**config.mk**
```make
export PLATFORM = sky130hd
export DESIGN_NAME = debouncer
export DESIGN_NICKNAME = d
export VERILOG_FILES = /design/src/rtl/debouncer.sv
export SDC_FILE = /design/constraint.sdc
export NUM_CORES = 1
export LEC_CHECK = 0
export ABC_AREA = 1
export CORE_MARGIN = 1.5
export CORE_UTILIZATION = 54
export DETAILED_ROUTE_END_ITERATION = 12
export PLACE_DENSITY_LB_ADDON = 0.12
export SYNTH_ARGS = -nofsm -noshare
export SYNTH_HDL_FRONTEND = slang
export SYNTH_SLANG_ARGS = --single-unit
```
**constraint.sdc**
```tcl
create_clock -name clk -period 3.89 [get_ports clk]
set_clock_uncertainty 0.2 [all_clocks]
set_input_delay 0.778 -clock clk [delete_from_list [all_inputs] [get_ports clk]]
set_output_delay 0.778 -clock clk [all_outputs]
set_load 0.02 [all_outputs]
```
**src/rtl/debouncer.sv**
```systemverilog
// Per-channel switch debouncer: a new level is accepted only after STABLE_CYCLES consecutive differing samples.
// Optional edge outputs (rise/fall/changed) are built only when DEBOUNCER_EDGE_PULSE_EN is defined.
module debouncer #(
  parameter int unsigned WIDTH         = 8,
  parameter int unsigned STABLE_CYCLES = 16,
  parameter bit          RESET_LEVEL   = 1'b0
) (
  input  logic             clk,
  input  logic             reset,
  input  logic [WIDTH-1:0] in,
  output logic [WIDTH-1:0] out,
  output logic [WIDTH-1:0] rise,
  output logic [WIDTH-1:0] fall,
  output logic             changed
);

  localparam int unsigned      CNT_W    = $clog2(STABLE_CYCLES);
  localparam logic [CNT_W-1:0] CNT_ONE  = CNT_W'(1);
  localparam logic [CNT_W-1:0] CNT_LAST = CNT_W'(STABLE_CYCLES - 1);

  typedef enum logic {
    ST_STABLE = 1'b0,
    ST_CHECK  = 1'b1
  } state_t;

  state_t           state_q [WIDTH];
  state_t           state_d [WIDTH];
  logic [CNT_W-1:0] cnt_q   [WIDTH];
  logic [CNT_W-1:0] cnt_d   [WIDTH];
  logic [WIDTH-1:0] out_q;
  logic [WIDTH-1:0] out_d;

  always_ff @(posedge clk or posedge reset) begin
    if (reset) begin
      for (int i = 0; i < WIDTH; i++) begin
        state_q[i] <= ST_STABLE;
        cnt_q[i]   <= '0;
      end
      out_q <= {WIDTH{RESET_LEVEL}};
    end else begin
      state_q <= state_d;
      cnt_q   <= cnt_d;
      out_q   <= out_d;
    end
  end

  always_comb begin
    out_d = out_q;
    for (int i = 0; i < WIDTH; i++) begin
      state_d[i] = state_q[i];
      cnt_d[i]   = cnt_q[i];
      unique case (state_q[i])
        ST_STABLE: begin
          if (in[i] != out_q[i]) begin
            state_d[i] = ST_CHECK;
            cnt_d[i]   = CNT_ONE;
          end else begin
            cnt_d[i] = '0;
          end
        end
        ST_CHECK: begin
          // Any sample matching the current level rejects the pending change.
          if (in[i] == out_q[i]) begin
            state_d[i] = ST_STABLE;
            cnt_d[i]   = '0;
          end else if (cnt_q[i] == CNT_LAST) begin
            state_d[i] = ST_STABLE;
            cnt_d[i]   = '0;
            out_d[i]   = in[i];
          end else begin
            cnt_d[i] = cnt_q[i] + CNT_ONE;
          end
        end
        default: begin
          state_d[i] = ST_STABLE;
          cnt_d[i]   = '0;
        end
      endcase
    end
  end

  assign out = out_q;

`ifdef DEBOUNCER_EDGE_PULSE_EN
  logic [WIDTH-1:0] rise_q;
  logic [WIDTH-1:0] fall_q;
  logic             changed_q;

  // Pulses are registered from the same next-state as out, so they line up with the out update.
  always_ff @(posedge clk or posedge reset) begin
    if (reset) begin
      rise_q    <= '0;
      fall_q    <= '0;
      changed_q <= 1'b0;
    end else begin
      rise_q    <= out_d & ~out_q;
      fall_q    <= ~out_d & out_q;
      changed_q <= |(out_d ^ out_q);
    end
  end

  assign rise    = rise_q;
  assign fall    = fall_q;
  assign changed = changed_q;
`else
  assign rise    = '0;
  assign fall    = '0;
  assign changed = 1'b0;
`endif

endmodule

```
After elaboration in Yosys (flattened, before gate mapping)
Index checks and enable logic that the tools add are counted.
Word-level totals
  register bits: 48
  input bits: 10
  output and inout bits: 25
  logic and storage cells: 144
Cells by class
  add/subtract/negate cells: 8
  equal/unequal tests: 24
  multiplexer cells: 64
  bitwise gates (word level): 16
  reduce and logical (&&, ||, !) cells: 8
Operators with widths (number)
  $mux W4: 16
  $pmux W4 S2: 8
  $add A4 B1 Y4 const B: 8
  $eq A4 B4 Y1 const B: 8
  $mux W1: 32
  $reduce_and A3 Y1: 8
  $not A1 Y1: 16
  $pmux W1 S2: 8
  $eq A1 B1 Y1: 8
  $ne A1 B1 Y1: 8

Logic depth before layout (Yosys ltp)
Gate-level depths: netlist of the first run.
  word-level depth: 4
  gate-level depth with buffers: 5

Worst setup path after synthesis of the first run
Ideal clock, no wire load.
  path type: register to output
  from: reg out_q[0] (netlist: out[0])
  to: out out[0]
  data arrival time: 0.451 ns
  data required time: 2.912 ns
  path slack: 2.461 ns
  cell stages (with the launch flop): 1
  buffers on the path: 0
  cell sequence: dfrtp_1
RTL lines
  start: declaration: line 30  | logic [WIDTH-1:0] out_q;
  start signal: assignment: line 39  | out_q <= {WIDTH{RESET_LEVEL}};
  start signal: assignment: line 43  | out_q <= out_d;
  end: declaration: line 11  | output logic [WIDTH-1:0] out,
No word-level cell between the ends.

Final worst setup path of the first run
  from: reg out_q[7] (netlist: out[7])
  to: out out[7]
No word-level cell between the ends.

==> results by group, run 1 <==
Placement
  – Hpwl dp: roughly 2400 µm
  – Post-place setup slack: 1670 ps
  – Placer Congestion: 0.766
  – IO Port Bufs: 17

Job
  – Max cap viols: 0

Clock network
  – Clk_lat worst skew: roughly 300 ps
  – Hold_buf cts: 0
  – Post-CTS setup buffer count: 0
  – Post-CTS Resized: 0
  – Inserted Clock Buffers: 5
  – TritonCTS clock tree: yes
  – Clock Path Buffers: 2
  – CTS root buffer: clkbuf_8
  – Clock slew seen by the registers of the worst setup and hold paths: 80 ps
  – H-tree levels: 2
  – Number of clock sinks: 48

Setup path
  – CP bufs+invs: 1
  – CP max stage delay: just over 600 ps
  – CP max-delay cell: clkdlybuf4s50_1
  – Critical path peak fanout: 4
  – Crit-path leading delay family: buffers and inverters
  – Critical Path Sink Type: primary output
  – Total stage count of the critical path: 1
  – Worst EP required: 2910 ps
  – Setup CP Type: register to primary output
  – Startpoint Class: register
  – CP arrival: 1310 ps
  – CP cell instances: clkdlybuf4s50_1
  – R2R cell count: 4

Synth
  – Synth unique cells: 15
  – Post-synth ARST share: 1.00
  – Synthesized area per cell: a little over 8 µm²
  – EDFF count, synth: 0
  – Cells after synthesis: 293
  – Post-Syn Area: 0.00240 mm²
  – YS warnings: 0
  – Post-synth top flop: dfrtp_1
  – #FFs+latches synth: between 40 and 50
  – Sequential fraction of the synthesis area: 0.501

Drt
  – DR WL/cell: between 9 and 10 µm
  – Post-DRT Antenna Nets: 0
  – Via count: 1,718
  – DRT Pass-1 Iters: 6
  – Drt drc: 0
  – Drt first-iter violations: ~130
  – Vias per cell: 4.66
  – Detailed Route WL: roughly 3300 µm

Floorplanning
  – Die Span X: just under 70 µm
  – Core Box Area: between 0.004 and 0.005 mm²
  – Row Count: 24
  – Die Y: 69.6 µm
  – I/O Pins: 35
  – Die area: 0.00485 mm²
  – Initial core utilization: 0.554

Layout
  – Fillers: 383
  – Nets: around 330
  – Synth-to-Final Area Change: 12.3%
  – Footprint of the multi-input gates: 945 µm²
  – Diodes inserted: 0
  – Storage element area: between 0.001 and 0.0015 mm²
  – Layout cells sized above 1: 0.0410

Power
  – Pwr dens: between 300 and 400 mW/mm²
  – Sw Pwr: about 220 µW
  – Sw frac: 0.227
  – Reg power frac: 0.535
  – Leakage: about 0.0015 µW
  – Clock share of power: 0.389
  – Comb power frac: 0.075
  – Final Total Pwr: 989 µW
  – VDD IR max: 0.313 mV
  – Power Internal: roughly 770 µW

Global route
  – Largest net degree at the start of global routing: roughly 50
  – Number of global-route vias before repair: 1,485
  – Global route overflow: 0
  – First-pass GRT wire length: 6140 µm
  – Initial antenna violation count: 0
  – Total GRT Usage: 0.159

STA
  – RSZ-0062 raised after global routing: false
  – Hold Vio Cnt, Final: 0
  – Peak Freq: approximately 440 MHz
  – Relative slew slack: 0.369
  – Final setup fails: 0
  – Slew @ Worst Pin: approximately 940 ps
  – WHS: 332 ps
  – Setup ws final: 1600 ps
  – Final max-slew violation count: 0
  – Final critical-path required period: 2290 ps
  – Period utilization: 0.589
  – Setup TNS: 0 ps

Outcome
  – Status: finished clean

Worst hold path
  – WHS Path Cells: 2
  – Min-delay worst type: register to register
## area by class of cell
type	count	area share
multi-input cells	195	0.351
clock inverters	1	0.0112
clock buffers	7	0.0358
repair buffers	17	0.0632
inverters	49	0.0683
well taps	52	0.0242
flip-flops and latches	48	0.446
## synth_stat cells, types with 6 or more instances
master | n | area share
ha_1 | 8 | 0.042
buf_4 | 17 | 0.053
dfrtp_1 | 48 | 0.50
nand3b_1 | 6 | 0.019
nor2_1 | 32 | 0.050
nand4_1 | 14 | 0.037
nand2_1 | 78 | 0.12
nand3_1 | 24 | 0.050
xnor2_1 | 8 | 0.029
inv_1 | 49 | 0.077
## state kept, by name, indices dropped and copies added (netlist names)
register / count
state_q: 8
cnt_q: 32
out: 8
## worst paths after layout
| kind | start | end | slack, ps |
|---|---|---|---|
| max | out[7] | out[7] | 1600 |
| min | out[0] | out[0] | 330 |
| max reg2reg | cnt_q[20] | state_q[5] | 2630 |
| min reg2reg | out[0] | out[0] | 330 |
| max in group asynchronous | reset | cnt_q[18] | 2090 |
| min in group asynchronous | reset | cnt_q[7] | 800 |
## layout by cell type, fill, tap and decap left out
| master | netlist | final |
|---|---|---|
| nand2_1 | 78 | 78 |
| inv_1 | 49 | 48 |
| dfrtp_1 | 48 | 48 |
| nor2_1 | 32 | 32 |
| nand3_1 | 24 | 24 |
| conb_1 | 1 | 17 |
| clkdlybuf4s50_1 | 0 | 17 |
| nand4_1 | 14 | 14 |
| xnor2_1 | 8 | 8 |
| ha_1 | 8 | 8 |
| clkbuf_8 | 0 | 7 |
| nand3b_1 | 6 | 6 |
| nand2_2 | 2 | 2 |
| o21ai_1 | 2 | 2 |
| nor2_2 | 2 | 2 |
| o21ai_0 | 2 | 2 |
| inv_2 | 0 | 1 |
| bufinv_16 | 0 | 1 |
## layer usage
metal	wire (µm)	vias to the layer above	global-route usage
met5	0	-	0
met4	72	0	0.0705
met3	144	7	0.0523
met2	1450	26	0.236
met1	1660	766	0.214
li1	-	919	-
## kinds of logic after synthesis
group / Yosys count / synth area share
buffers and inverters: 66 / 0.130
adders and majority gates: 8 / 0.0418
AOI/OAI and AO/OA: 4 / 0.00835
xor gates and xnor gates: 8 / 0.0292
other: 1 / 0.00156
DFF: 48 / 0.501
and+or+nand+nor: 158 / 0.288
## power by group through the flow
| stage | clock network, µW | logic (µW) | registers (µW) |
|---|---|---|---|
| after floorplan | 0 | 69.6 | 536 |
| after global placement | 0 | 75.3 | 539 |
| after detailed placement | 0 | 76.0 | 540 |
| after CTS | 401 | 76.2 | 530 |
| after global routing | 419 | 87.3 | 533 |
| final | 385 | 74.5 | 529 |
## worst register-to-register path, delay by kind of cell (launching register included)
family          cells  cell delay (ps)
compound gates      1              180
buf+inv             1               60
simple gates        1               80
flops               1              400
fa+ha+maj           1              240
## per-stage QoR
step | instance area [µm²] | utilization | std cells
after floorplan | 2460 | - | 309
after global placement | 2560 | 0.593 | 361
after detailed placement | 2560 | 0.593 | 361
after CTS | 2690 | 0.622 | 369
after global routing | 2690 | 0.622 | 369
final | 2690 | 0.622 | 369
Power figures use the tool's default switching activity.
==> run 2, diff against run 1 <==
CORE_UTILIZATION = 49   (was 54)
clock period = 1.91 ns   (was 3.89 ns; I/O delays follow)
==> results by group, run 2 (same netlist as run 1, synthesis figures left out) <==
Outcome
  – Status: finished clean

Clock network
  – Clock slew seen by the registers of the worst setup and hold paths: 80 ps (about the same)
  – TritonCTS clock tree: yes
  – Clock Path Buffers: 2 (unchanged)
  – H-tree levels: 2 (unchanged)
  – Post-CTS setup buffer count: 0 (unchanged)
  – CTS root buffer: clkbuf_8
  – Clk_lat worst skew: 290 ps (about the same)
  – Inserted Clock Buffers: 5 (unchanged)
  – Number of clock sinks: 48 (unchanged)

Placement
  – Placer Congestion: 0.759 (-0.95%)
  – Post-DP Area: 0.00260 mm² (+1.5%)
  – Post-place setup slack: 349 ps (-1320 ps)
  – Hpwl dp: 2420 µm (+1.8%)
  – IO Port Bufs: 17 (unchanged)

Drt
  – Via count: 1,738 (+1.2%)
  – DR WL/cell: 8.81 µm (-2.2%)
  – Post-DRT Antenna Nets: 0 (unchanged)
  – Detailed Route WL: 3390 µm (+2.1%)
  – Drt first-iter violations: 71 (-47%)
  – Vias per cell: 4.51 (-3.0%)
  – Drt drc: 0 (unchanged)
  – DRT Pass-1 Iters: 4 (-2)

Setup path
  – Worst Setup SP: out[2]
  – R2R cell count: 4 (unchanged)
  – Startpoint Class: register
  – Reg2Reg Setup Slack: 650 ps (-1980 ps)
  – Reg-to-reg critical path endpoint: state_q[5]
  – CP max stage delay: 610 ps (about the same)
  – CP Capture Point: out[2]
  – CP bufs+invs: 1 (unchanged)
  – Critical path peak fanout: 3 (-1)
  – Total stage count of the critical path: 1 (unchanged)
  – CP max-delay cell: clkdlybuf4s50_1
  – CP arrival: 1270 ps (-40 ps)
  – Worst r2r src: cnt_q[20]
  – Crit-path leading delay family: buffers and inverters
  – CP cell instances: clkdlybuf4s50_1
  – Setup CP Type: register to primary output
  – Critical Path Sink Type: primary output
  – Worst EP required: 1330 ps (-1580 ps)

STA
  – Hold Vio Cnt, Final: 0 (unchanged)
  – Setup TNS: 0 ps (unchanged)
  – Peak Freq: 539 MHz
  – WHS: 253 ps (-78.8 ps)
  – RSZ-0062 raised after global routing: false
  – Final critical-path required period: 1850 ps
  – Period utilization: 0.971
  – Setup ws final: 55.7 ps (-1540 ps)
  – Final setup fails: 0 (unchanged)
  – Final max-slew violation count: 0 (unchanged)

Layout
  – Diodes inserted: 0 (unchanged)
  – Most common cell after layout, fill and taps aside: nand2_1
  – Flip-flop count of the largest register after layout: 32 (unchanged)
  – Synth-to-Final Area Change: 13.1%
  – Largest Register: cnt_q
  – Nets: 335 (+0.30%)
  – Layout cells sized above 1: 0.0377 (-0.00327)
  – Cell area after layout: 0.00271 mm² (+0.74%)
  – Most frequent cells in the layout: 78 x nand2_1, 48 x inv_1, 48 x dfrtp_1

Power
  – Leakage: 0.00144 µW (-0.89%)
  – VDD IR max: 0.390 mV (+25%)
  – Pwr dens: 678 mW/mm² (+84%)
  – Final Total Pwr: 1840 µW (+86%)

Floorplanning
  – Initial core utilization: 0.508 (-0.0468)
  – Die area: 0.00532 mm² (+9.7%)
  – Die Span X: 72.9 µm (+4.8%)
  – Core Box Area: 0.00472 mm² (+9.2%)
  – Row Count: 25 (+4.2%)
  – I/O Pins: 35 (unchanged)
  – Die Y: 72.9 µm (+4.8%)

Global route
  – Total GRT Usage: 0.150 (-0.00864)
  – Number of global-route vias before repair: 1,533 (+3.2%)
  – Largest net degree at the start of global routing: 49 (unchanged)
  – Global route overflow: 0 (unchanged)
  – First-pass GRT wire length: 6230 µm (+1.4%)
  – Initial antenna violation count: 0 (unchanged)

Worst hold path
  – Min-delay worst type: input port to asynchronous set/reset pin

Job
  – Max cap viols: 0 (unchanged)
==> run 2: cell count changes in the layout (fill, tap and decap cells not counted) <==
cell             change
clkdlybuf4s50_1      -7
dlymetal6s2s_1       +7
buf_12               +1
clkbuf_1             +2
clkbuf_8             -1
bufinv_16            -1
==> run 2: cell type report <==
class / count / area, µm²
timing repair buffer: 18 / 208
inverter: 49 / 184
tap: 67 / 83.8
clock buffer: 8 / 90.1
sequential: 48 / 1200
multi-input combinational: 195 / 945
fill: 444 / 2010
==> run 2: report_power, final <==
part,total (µW),leakage [µW],switching [µW],internal [µW]
Sequential,1080,0.000592,32.0,1050
Clock,601,0.0000455,306,295
Combinational,158,0.000802,103,54.9
Total,1840,0.00144,441,1400
==> run 2: per-layer routing <==
metal / routed length [µm] / track usage / up-vias
met5: 0 / 0 / -
met4: 54 / 0.0503 / 0
met3: 110 / 0.0497 / 6
met2: 1560 / 0.243 / 22
met1: 1670 / 0.191 / 788
li1: - / - / 922
==> run 2: through the flow <==
stage               std cells   util
global placement          377  0.551
CTS                       385  0.570
global route              385  0.574
floorplan                 309      -
finish                    385  0.574
detailed placement        377  0.551
==> run 2: repair_timing <==
action / 4_1_cts / 5_1_grt
resized for setup: 0 / 7
endpoints found under the hold margin: 0 / 0
setup endpoints to repair: 0 / 7
hold buffers: 0 / 0
==> run 2: how the worst min path moves through the flow <==
stage	start	endpoint	cells after the start
2_1_floorplan	in[2]	out[2]	2
3_3_place_gp	out[5]	out[5]	2
3_5_place_dp	out[0]	out[0]	2
4_1_cts	reset	cnt_q[3]	3
5_1_grt	reset	cnt_q[3]	3
6_report	reset	out[3]	3
